### config.mk
export PLATFORM = sky130hd
export DESIGN_NAME = rvfi_commit_tracker
export DESIGN_NICKNAME = d
export VERILOG_FILES = /design/src/rtl/rvfi_pkg.sv /design/src/rtl/rvfi_trap_check.sv /design/src/rtl/rvfi_commit_tracker.sv
export SDC_FILE = /design/constraint.sdc
export NUM_CORES = 1
export LEC_CHECK = 0
export BUFFER_PORTS_ARGS = -buffer_cell sky130_fd_sc_hd__buf_2
export CAP_MARGIN = 5
export CORE_AREA = 4 4 278 280
export DETAILED_ROUTE_END_ITERATION = 8
export DIE_AREA = 0 0 282 284
export PLACE_DENSITY_LB_ADDON = 0.1
export SKIP_CTS_REPAIR_TIMING = 1
export SYNTH_ARGS = -nofsm -noshare
export SYNTH_HDL_FRONTEND = slang
export SYNTH_HIERARCHICAL = 1
export SYNTH_SLANG_ARGS = --single-unit
### constraint.sdc
create_clock -name clk -period 3.1 [get_ports clk]
set_clock_uncertainty 0.1 [all_clocks]
set_input_delay 0.62 -clock clk [delete_from_list [all_inputs] [get_ports clk]]
set_output_delay 0.62 -clock clk [all_outputs]
set_load 0.1 [all_outputs]
### src/rtl/rvfi_pkg.sv
// Shared types and constants for the RVFI commit tracker: the writeback
// packet layout, the RV32I major opcodes and the error-code bit positions.
package rvfi_pkg;

  // Writeback packet as it leaves MEM/WB. The first field is the MSB.
  typedef struct packed {
    logic [31:0] inst;
    logic [4:0]  rs1_addr;
    logic [4:0]  rs2_addr;
    logic [31:0] rs1_rdata;
    logic [31:0] rs2_rdata;
    logic        load_regfile;
    logic [4:0]  rd_addr;
    logic [31:0] rd_wdata;
    logic [31:0] pc_rdata;
    logic [31:0] pc_wdata;
    logic [31:0] mem_addr;
    logic [3:0]  mem_rmask;
    logic [3:0]  mem_wmask;
    logic [31:0] mem_rdata;
    logic [31:0] mem_wdata;
  } rvfi_pkt_t;

  // RV32I major opcodes (inst[6:0])
  localparam logic [6:0] OPC_LUI      = 7'b0110111;
  localparam logic [6:0] OPC_AUIPC    = 7'b0010111;
  localparam logic [6:0] OPC_JAL      = 7'b1101111;
  localparam logic [6:0] OPC_JALR     = 7'b1100111;
  localparam logic [6:0] OPC_BRANCH   = 7'b1100011;
  localparam logic [6:0] OPC_LOAD     = 7'b0000011;
  localparam logic [6:0] OPC_STORE    = 7'b0100011;
  localparam logic [6:0] OPC_OP_IMM   = 7'b0010011;
  localparam logic [6:0] OPC_OP       = 7'b0110011;
  localparam logic [6:0] OPC_MISC_MEM = 7'b0001111;
  localparam logic [6:0] OPC_SYSTEM   = 7'b1110011;

  // Bit positions inside rvfi_errcode
  localparam int ERR_WATCHDOG   = 0;
  localparam int ERR_POST_HALT  = 1;
  localparam int ERR_PC_DISCONT = 2;

  // True when the opcode belongs to the base RV32I instruction set
  function automatic logic isRv32iOpcode(input logic [6:0] opc);
    return (opc == OPC_LUI)    || (opc == OPC_AUIPC)  || (opc == OPC_JAL)    ||
           (opc == OPC_JALR)   || (opc == OPC_BRANCH) || (opc == OPC_LOAD)   ||
           (opc == OPC_STORE)  || (opc == OPC_OP_IMM) || (opc == OPC_OP)     ||
           (opc == OPC_MISC_MEM) || (opc == OPC_SYSTEM);
  endfunction

endpackage

### src/rtl/rvfi_trap_check.sv
// Purely combinational trap detector for one writeback packet. Flags a
// misaligned next PC, simultaneous read and write masks, byte masks that
// are not a naturally aligned byte/half/word at the address offset, and
// opcodes outside RV32I.
module rvfi_trap_check
  import rvfi_pkg::*;
(
  input  rvfi_pkt_t wb_pkt_i,
  output logic      trap_o
);

  logic rmaskBad;
  logic wmaskBad;
  logic unusedPktBits;

  // A nonzero mask is legal only if it equals 0001, 0011 or 1111 shifted by
  // the low address bits; the 7-bit compare makes spilled patterns illegal.
  function automatic logic maskLegal(input logic [3:0] mask, input logic [1:0] offset);
    logic [6:0] wide;
    wide = {3'b000, mask};
    return (wide == (7'b0000001 << offset)) ||
           (wide == (7'b0000011 << offset)) ||
           (wide == (7'b0001111 << offset));
  endfunction

  // Evaluate every trap source and OR them together
  always_comb begin
    rmaskBad = (wb_pkt_i.mem_rmask != 4'b0000) &&
               !maskLegal(wb_pkt_i.mem_rmask, wb_pkt_i.mem_addr[1:0]);
    wmaskBad = (wb_pkt_i.mem_wmask != 4'b0000) &&
               !maskLegal(wb_pkt_i.mem_wmask, wb_pkt_i.mem_addr[1:0]);
    trap_o   = (wb_pkt_i.pc_wdata[1:0] != 2'b00) ||
               ((wb_pkt_i.mem_rmask != 4'b0000) && (wb_pkt_i.mem_wmask != 4'b0000)) ||
               rmaskBad || wmaskBad ||
               !isRv32iOpcode(wb_pkt_i.inst[6:0]);
  end

  // Most packet fields play no part in the trap decision
  assign unusedPktBits = ^wb_pkt_i;

endmodule

### src/rtl/rvfi_commit_tracker.sv
// Retirement-side producer for the RVFI monitor bundle. Turns each retiring
// writeback packet into one registered commit record with an order number,
// trap and halt flags, and sticky integrity error bits.
module rvfi_commit_tracker
  import rvfi_pkg::*;
#(
  parameter int unsigned WATCHDOG_CYCLES = 1024,
  parameter int unsigned ORDER_WIDTH     = 64
) (
  input  logic                   clk,
  input  logic                   rst,
  input  logic                   wb_valid,
  input  logic                   wb_stall,
  input  rvfi_pkt_t              wb_pkt,
  output logic                   rvfi_commit,
  output logic [ORDER_WIDTH-1:0] rvfi_order,
  output rvfi_pkt_t              rvfi_pkt,
  output logic                   rvfi_trap,
  output logic                   rvfi_halt,
  output logic [15:0]            rvfi_errcode
);

  localparam int unsigned          WD_WIDTH = $clog2(WATCHDOG_CYCLES + 1);
  localparam logic [WD_WIDTH-1:0]  WD_LIMIT = WD_WIDTH'(WATCHDOG_CYCLES);

  logic                   commit_q,      commit_d;
  logic [ORDER_WIDTH-1:0] orderOut_q,    orderOut_d;
  logic [ORDER_WIDTH-1:0] orderCnt_q,    orderCnt_d;
  rvfi_pkt_t              pkt_q,         pkt_d;
  logic                   trap_q,        trap_d;
  logic                   halted_q,      halted_d;
  logic [2:0]             err_q,         err_d;
  logic [WD_WIDTH-1:0]    wdCnt_q,       wdCnt_d;
  logic                   firstCommit_q, firstCommit_d;
  logic [31:0]            lastPcW_q,     lastPcW_d;

  logic      retire;
  logic      wbTrap;
  rvfi_pkt_t sanPkt;

  rvfi_trap_check u_trap_check (
    .wb_pkt_i (wb_pkt),
    .trap_o   (wbTrap)
  );

  assign retire = wb_valid & ~wb_stall & ~halted_q;

  // Drop the destination write when the instruction does not really write rd
  always_comb begin
    sanPkt = wb_pkt;
    if (!wb_pkt.load_regfile || (wb_pkt.rd_addr == 5'd0)) begin
      sanPkt.rd_addr  = 5'd0;
      sanPkt.rd_wdata = 32'd0;
    end
  end

  // Next-state for the commit record, order counter, halt, watchdog and errors
  always_comb begin
    commit_d      = retire;
    orderOut_d    = orderOut_q;
    orderCnt_d    = orderCnt_q;
    pkt_d         = pkt_q;
    trap_d        = trap_q;
    halted_d      = halted_q;
    err_d         = err_q;
    wdCnt_d       = wdCnt_q;
    firstCommit_d = firstCommit_q;
    lastPcW_d     = lastPcW_q;

    if (retire) begin
      orderOut_d    = orderCnt_q;
      orderCnt_d    = orderCnt_q + ORDER_WIDTH'(1);
      pkt_d         = sanPkt;
      trap_d        = wbTrap;
      lastPcW_d     = wb_pkt.pc_wdata;
      firstCommit_d = 1'b0;
      if (wb_pkt.pc_wdata == wb_pkt.pc_rdata) begin
        halted_d = 1'b1;
      end
      if (!firstCommit_q && (wb_pkt.pc_rdata != lastPcW_q)) begin
        err_d[ERR_PC_DISCONT] = 1'b1;
      end
    end

    if (retire) begin
      wdCnt_d = '0;
    end else if (!halted_q && (wdCnt_q != WD_LIMIT)) begin
      wdCnt_d = wdCnt_q + WD_WIDTH'(1);
    end

    if (wdCnt_q == WD_LIMIT) begin
      err_d[ERR_WATCHDOG] = 1'b1;
    end

    if (wb_valid && !wb_stall && halted_q) begin
      err_d[ERR_POST_HALT] = 1'b1;
    end
  end

  // State registers; reset wins over any retire or stall in the same cycle
  always_ff @(posedge clk) begin
    if (rst) begin
      commit_q      <= 1'b0;
      orderOut_q    <= '0;
      orderCnt_q    <= '0;
      pkt_q         <= '0;
      trap_q        <= 1'b0;
      halted_q      <= 1'b0;
      err_q         <= '0;
      wdCnt_q       <= '0;
      firstCommit_q <= 1'b1;
      lastPcW_q     <= '0;
    end else begin
      commit_q      <= commit_d;
      orderOut_q    <= orderOut_d;
      orderCnt_q    <= orderCnt_d;
      pkt_q         <= pkt_d;
      trap_q        <= trap_d;
      halted_q      <= halted_d;
      err_q         <= err_d;
      wdCnt_q       <= wdCnt_d;
      firstCommit_q <= firstCommit_d;
      lastPcW_q     <= lastPcW_d;
    end
  end

  assign rvfi_commit  = commit_q;
  assign rvfi_order   = orderOut_q;
  assign rvfi_pkt     = pkt_q;
  assign rvfi_trap    = trap_q;
  assign rvfi_halt    = halted_q;
  assign rvfi_errcode = {13'd0, err_q};

endmodule

### After elaboration in Yosys (flattened, before gate mapping)

Cells that the tools add are included.

* $add $sub $neg: 2
* mux-type cells: 1
* reduce and logical (&&, ||, !) cells: 40
* shifts and indexed selects: 3
* eq/ne operators: 21
* bitwise gates (word level): 4

Operator list (count)
* 64-bit by 1-bit adder with 64-bit output, second input constant: 1
* 4-bit by 7-bit equality test with 1-bit output: 6
* 37-bit two-way mux: 1
* 32-bit equality test: 1
* 32-bit inequality test: 1
* 7-bit equality test, second input constant: 4
* 7-bit by 6-bit equality test with 1-bit output, second input constant: 3
* 1-bit logical OR: 19
* 7-bit by 5-bit equality test with 1-bit output, second input constant: 2
* 11-bit by 1-bit adder with 11-bit output, second input constant: 1
* 11-bit equality test, second input constant: 1
* 11-bit inequality test, second input constant: 1
* 4-bit nonzero test: 2
* 7-bit by 2-bit equality test with 1-bit output, second input constant: 1
* 7-bit by 4-bit equality test with 1-bit output, second input constant: 1
* 1-bit logical AND: 7
* 1-bit logical NOT: 7
* 1-bit by 2-bit << shifter with 7-bit output, first input constant: 1
* 2-bit by 2-bit << shifter with 7-bit output, first input constant: 1
* 4-bit by 2-bit << shifter with 7-bit output, first input constant: 1
* 5-bit logical NOT: 1
* 2-bit AND reduction: 2
* 1-bit bitwise AND: 2
* 1-bit inverter: 2
* 2 further kinds: 2

* bits of input ports: 316
* register bits: 458

### Longest topological paths before layout

* depth after elaboration: 13
* depth in mapped cells: 9

### Cells and area by module

The synthesis kept the hierarchy.

Modules (own cells, without submodules)
* rvfi_commit_tracker: cells each 2105, area each 17216.5 um^2, instances 1, seq. area each 9168.8 um^2
* rvfi_trap_check: cells each 50, area each 376.6 um^2, instances 1, seq. area each 0.0 um^2

### Least setup slack after synthesis

No wires, ideal clock.

* path type: reg2reg
* start point: register halted_q (netlist: rvfi_halt)
* end point: register orderOut_q[18] (netlist: rvfi_order[18])
* stages on the path, launching flop included: 8
* setup slack: 0.460 ns
* data arrival time: 2.469 ns
* path through: dfxtp_1 or3b_2 clkbuf_1 clkbuf_1 clkbuf_1 clkbuf_1 nand2_1 a21oi_1

* word-level cells in the longest chain between the ends: 2

Ends and longest elaborated chain
* start, declared: line rvfi_commit_tracker.sv:31 `logic halted_q, halted_d;`
* start signal, assigned: line rvfi_commit_tracker.sv:119 `halted_q <= halted_d;`
* 1-bit inverter: line rvfi_commit_tracker.sv:46 `assign retire = wb_valid & ~wb_stall & ~halted_q;`
* 1-bit bitwise AND: line rvfi_commit_tracker.sv:46
* end signal, assigned: line rvfi_commit_tracker.sv:115 `orderOut_q <= orderOut_d;`
* end, declared: line rvfi_commit_tracker.sv:27 `logic [ORDER_WIDTH-1:0] orderOut_q, orderOut_d;`

Every way passes these cells.
A chain may end at the register's enable or synchronous reset.

### Final worst setup path

* start point: register orderCnt_q[8]
* end point: register orderCnt_q[61]

* word-level cells in the longest chain between the ends: 1

Ends and longest elaborated chain
* start, declared: line rvfi_commit_tracker.sv:28 `logic [ORDER_WIDTH-1:0] orderCnt_q, orderCnt_d;`
* start signal, assigned: line rvfi_commit_tracker.sv:116 `orderCnt_q <= orderCnt_d;`
* 64-bit by 1-bit adder with 64-bit output: line rvfi_commit_tracker.sv:72 `orderCnt_d = orderCnt_q + ORDER_WIDTH'(1);`

Every way passes these cells.

==> impl_metrics.py <==
metrics = {
    "critical_path": {
        "path_class": "flip-flop to flip-flop",
        "r2r-start": "orderCnt_q[8]",
        "crit_chain": "nand4_2 > nor4_1 > nand4_1 > buf_4 > or4_1 > a21oi_1",
        "timing.rr.end": "orderCnt_q[61]",
        "r2r_cells": 6,
        "critPathBufInv": 1,
        "r2r_slack_ns": 0.66,
        "start_kind": "flip-flop",
        "cp_max_fo": 19,
        "max_stage_delay_ns": 0.50,
        "cp-end-kind": "flip-flop",
        "cp_data_arrival_time_ns": 2.85,
        "slowest_stage": "nor4_1",
        "required_ns": 3.51,
        "cpLargestDelayFamily": "simple AND/OR/NAND/NOR gates",
    },
    "finish": {
        "nets": 3121,
        "finalCoreUtilization": 0.3205,
        "num-fill-cells": 8102,
        "final_layout_size_suffix_gt1_frac": 0.2955,
        "final_common_cell": "nand2_1",
        "layout_common_cells": "711 x nand2_1, 696 x buf_2, 458 x dfxtp_1",
        "syn_to_final_growth_pct": 35.62,
        "stdcell_count": 3816,
    },
    "cts": {
        "cts_root_buf": "clkbuf_16",
        "cts_buffers": 56,
        "cts.sinks": 458,
        "insertion_delay_ns": 0.59,
        "path_clk_slew_ns": 0.06,
        "cts_tree": "done",
        "htree_levels": 2,
        "cts_buffer_depth": 3,
    },
    "floorplan": {
        "dieArea_um2": 80090,
        "die_h_um": 284,
        "die_w_um": 282,
        "rows": 100,
        "ios": 711,
        "core_area_um2": 74450,
        "initial_utilization": 0.2363,
    },
    "route": {
        "wl_per_cell_um": 19.73,
        "dr.pass1.iters": 5,
        "vias": 17170,
        "ant_nets": 0,
        "dr.first_iter.drc_count": 833,
        "finalWirelength_mm": 75.27,
        "vias_per_cell": 4.500,
        "drc_errors": 0,
    },
    "yosys": {
        "synthCells": 2155,
        "ys_types": 56,
        "synthArstFlopShare": 0,
        "ys_seq_elements": 458,
        "ys_seq_area_frac": 0.5212,
        "post-synth-top-area-cell": "dfxtp_1",
        "synth_edf_count": 0,
        "yosysWarnings": 6,
        "synthTopCellsByArea": "dfxtp_1 52%, nand2_1 15%, a21oi_1 11%",
        "syn_avg_cell_area_um2": 8.164,
        "syn_area_um2": 17590,
        "synth_ff_type": "dfxtp_1",
        "yosys.area.top_type_share": 0.5212,
    },
    "timing": {
        "fin_crit_ns": 2.437,
        "slew_headroom": 0.3790,
        "drv_slew": 0,
        "tightestPinTransition_ns": 0.9315,
        "finalSetupViolCount": 0,
        "finalHoldViolations": 0,
        "rsz0062_at_grt": "no",
        "fin_crit_sh": 0.7861,
        "fmax_ghz": 0.4104,
        "finalSetupTns_ns": 0,
    },
    "placed_design": {
        "port_buffers": 697,
        "place_congestion": 0.8117,
        "dpl.cell_count": 3709,
        "post-dp-hpwl_mm": 57.05,
    },
    "min_path": {
        "hold_class": "input port to flip-flop",
        "min_delay_worst_endpoint": "rvfi_pkt[199]",
        "whs_path_depth": 2,
        "hp-start": "wb_pkt[199]",
    },
    "global_route": {
        "grt_pass1_wl_mm": 110.1,
        "grt_pass1_vias": 17000,
        "grt_antenna_before_repair": 18,
        "overflow": 0,
        "grt_max_degree": 169,
        "track_usage": 0.1780,
    },
    "power": {
        "cellPowerDensity_nw_per_um2": 637.2,
        "vdd_drop_max_uv": 358.2,
        "leakage_nw": 10.23,
    },
    "status": {
        "outcome": "complete, no violations",
    },
    "run": {
        "cap_viol_max_count": 0,
    },
}
## cells in the mapped netlist, types with 3 or more instances
cell / count
or4_1: 7
nand3_1: 22
clkbuf_1: 133
nand2b_1: 3
xnor2_1: 61
or2_2: 3
nor4b_1: 4
nand4_4: 3
o21ai_0: 30
nor2_1: 65
buf_6: 3
and3_1: 3
nor4_4: 4
or3_2: 6
or3_1: 16
nor4_1: 25
a21oi_1: 370
dfxtp_1: 458
a31oi_1: 3
nor4_2: 3
inv_1: 24
buf_4: 17
xor2_1: 61
nor3_1: 15
a22o_1: 37
nand4_1: 28
nand2_1: 711
ha_1: 7
## how the worst max path moves through the flow
stage | start | to | slack [ns] | depth (start not counted)
2_1_floorplan | rvfi_halt | rvfi_order[18] | 0.46 | 7
3_3_place_gp | wb_stall | orderCnt_q[43] | 0.36 | 7
6_report | orderCnt_q[8] | orderCnt_q[61] | 0.66 | 6
3_5_place_dp | wb_stall | orderCnt_q[54] | 0.34 | 7
4_1_cts | orderCnt_q[10] | orderCnt_q[61] | 0.68 | 6
5_1_grt | orderCnt_q[8] | orderCnt_q[61] | 0.40 | 6
## where the power goes
group	total, mW	switching, mW	internal [mW]
Clock	6.46	2.57	3.88
Combinational	2.56	2.08	0.480
Sequential	6.18	0.107	6.08
## layout make-up
cell class	count	area [um^2]	area share
antenna	11	27.53	0.001154
timing repair buffer	728	3844	0.1611
tap	969	1212	0.05081
sequential	458	9169	0.3843
multi-input combinational	1530	7719	0.3235
clock inverter	9	100.1	0.004195
clock buffer	87	1699	0.07121
inverter	24	90.09	0.003776
## layer usage
metal	global-route usage	vias to the layer above	share of wire
li1	-	8420	-
met1	0.2058	8098	0.40
met2	0.3189	543	0.50
met3	0.05422	95	0.079
met4	0.04437	16	0.020
met5	0	-	0.0014
## flip-flops by register name, indices dropped and copies added, names as in the netlist
| signal | count |
|---|---|
| orderCnt_q | 64 |
| rvfi_trap | 1 |
| firstCommit_q | 1 |
| rvfi_pkt | 280 |
| rvfi_halt | 1 |
| rvfi_commit | 1 |
| err_q | 3 |
| lastPcW_q | 32 |
| rvfi_order | 64 |
| wdCnt_q | 11 |
## logic make-up after synthesis
| logic type | after synthesis | synth area share |
|---|---|---|
| AND/OR/NAND/NOR | 933 | 0.2296 |
| flip-flops | 458 | 0.5212 |
| AO/OA/AOI/OAI | 455 | 0.1400 |
| buffers and inverters | 179 | 0.04324 |
| XOR/XNOR | 122 | 0.06074 |
| adder cells (fa/ha/maj) | 7 | 0.004978 |
| other | 1 | 0.0002132 |
## stage by stage
| step | total power [mW] | setup slack (ns) | hold slack, ns | cell area, um^2 |
|---|---|---|---|---|
| 2_1_floorplan | 8.185 | 0.4601 | 0.3280 | 17640 |
| 4_1_cts | 15.49 | 0.6793 | 0.08629 | 23830 |
| 3_3_place_gp | 8.888 | 0.3644 | 0.3326 | 22030 |
| 5_1_grt | 15.84 | 0.3988 | 0.1000 | 23850 |
| 3_5_place_dp | 8.901 | 0.3389 | 0.3395 | 22030 |
| 6_report | 15.20 | 0.6631 | 0.1425 | 23860 |
(Power assumes the default switching activity.)
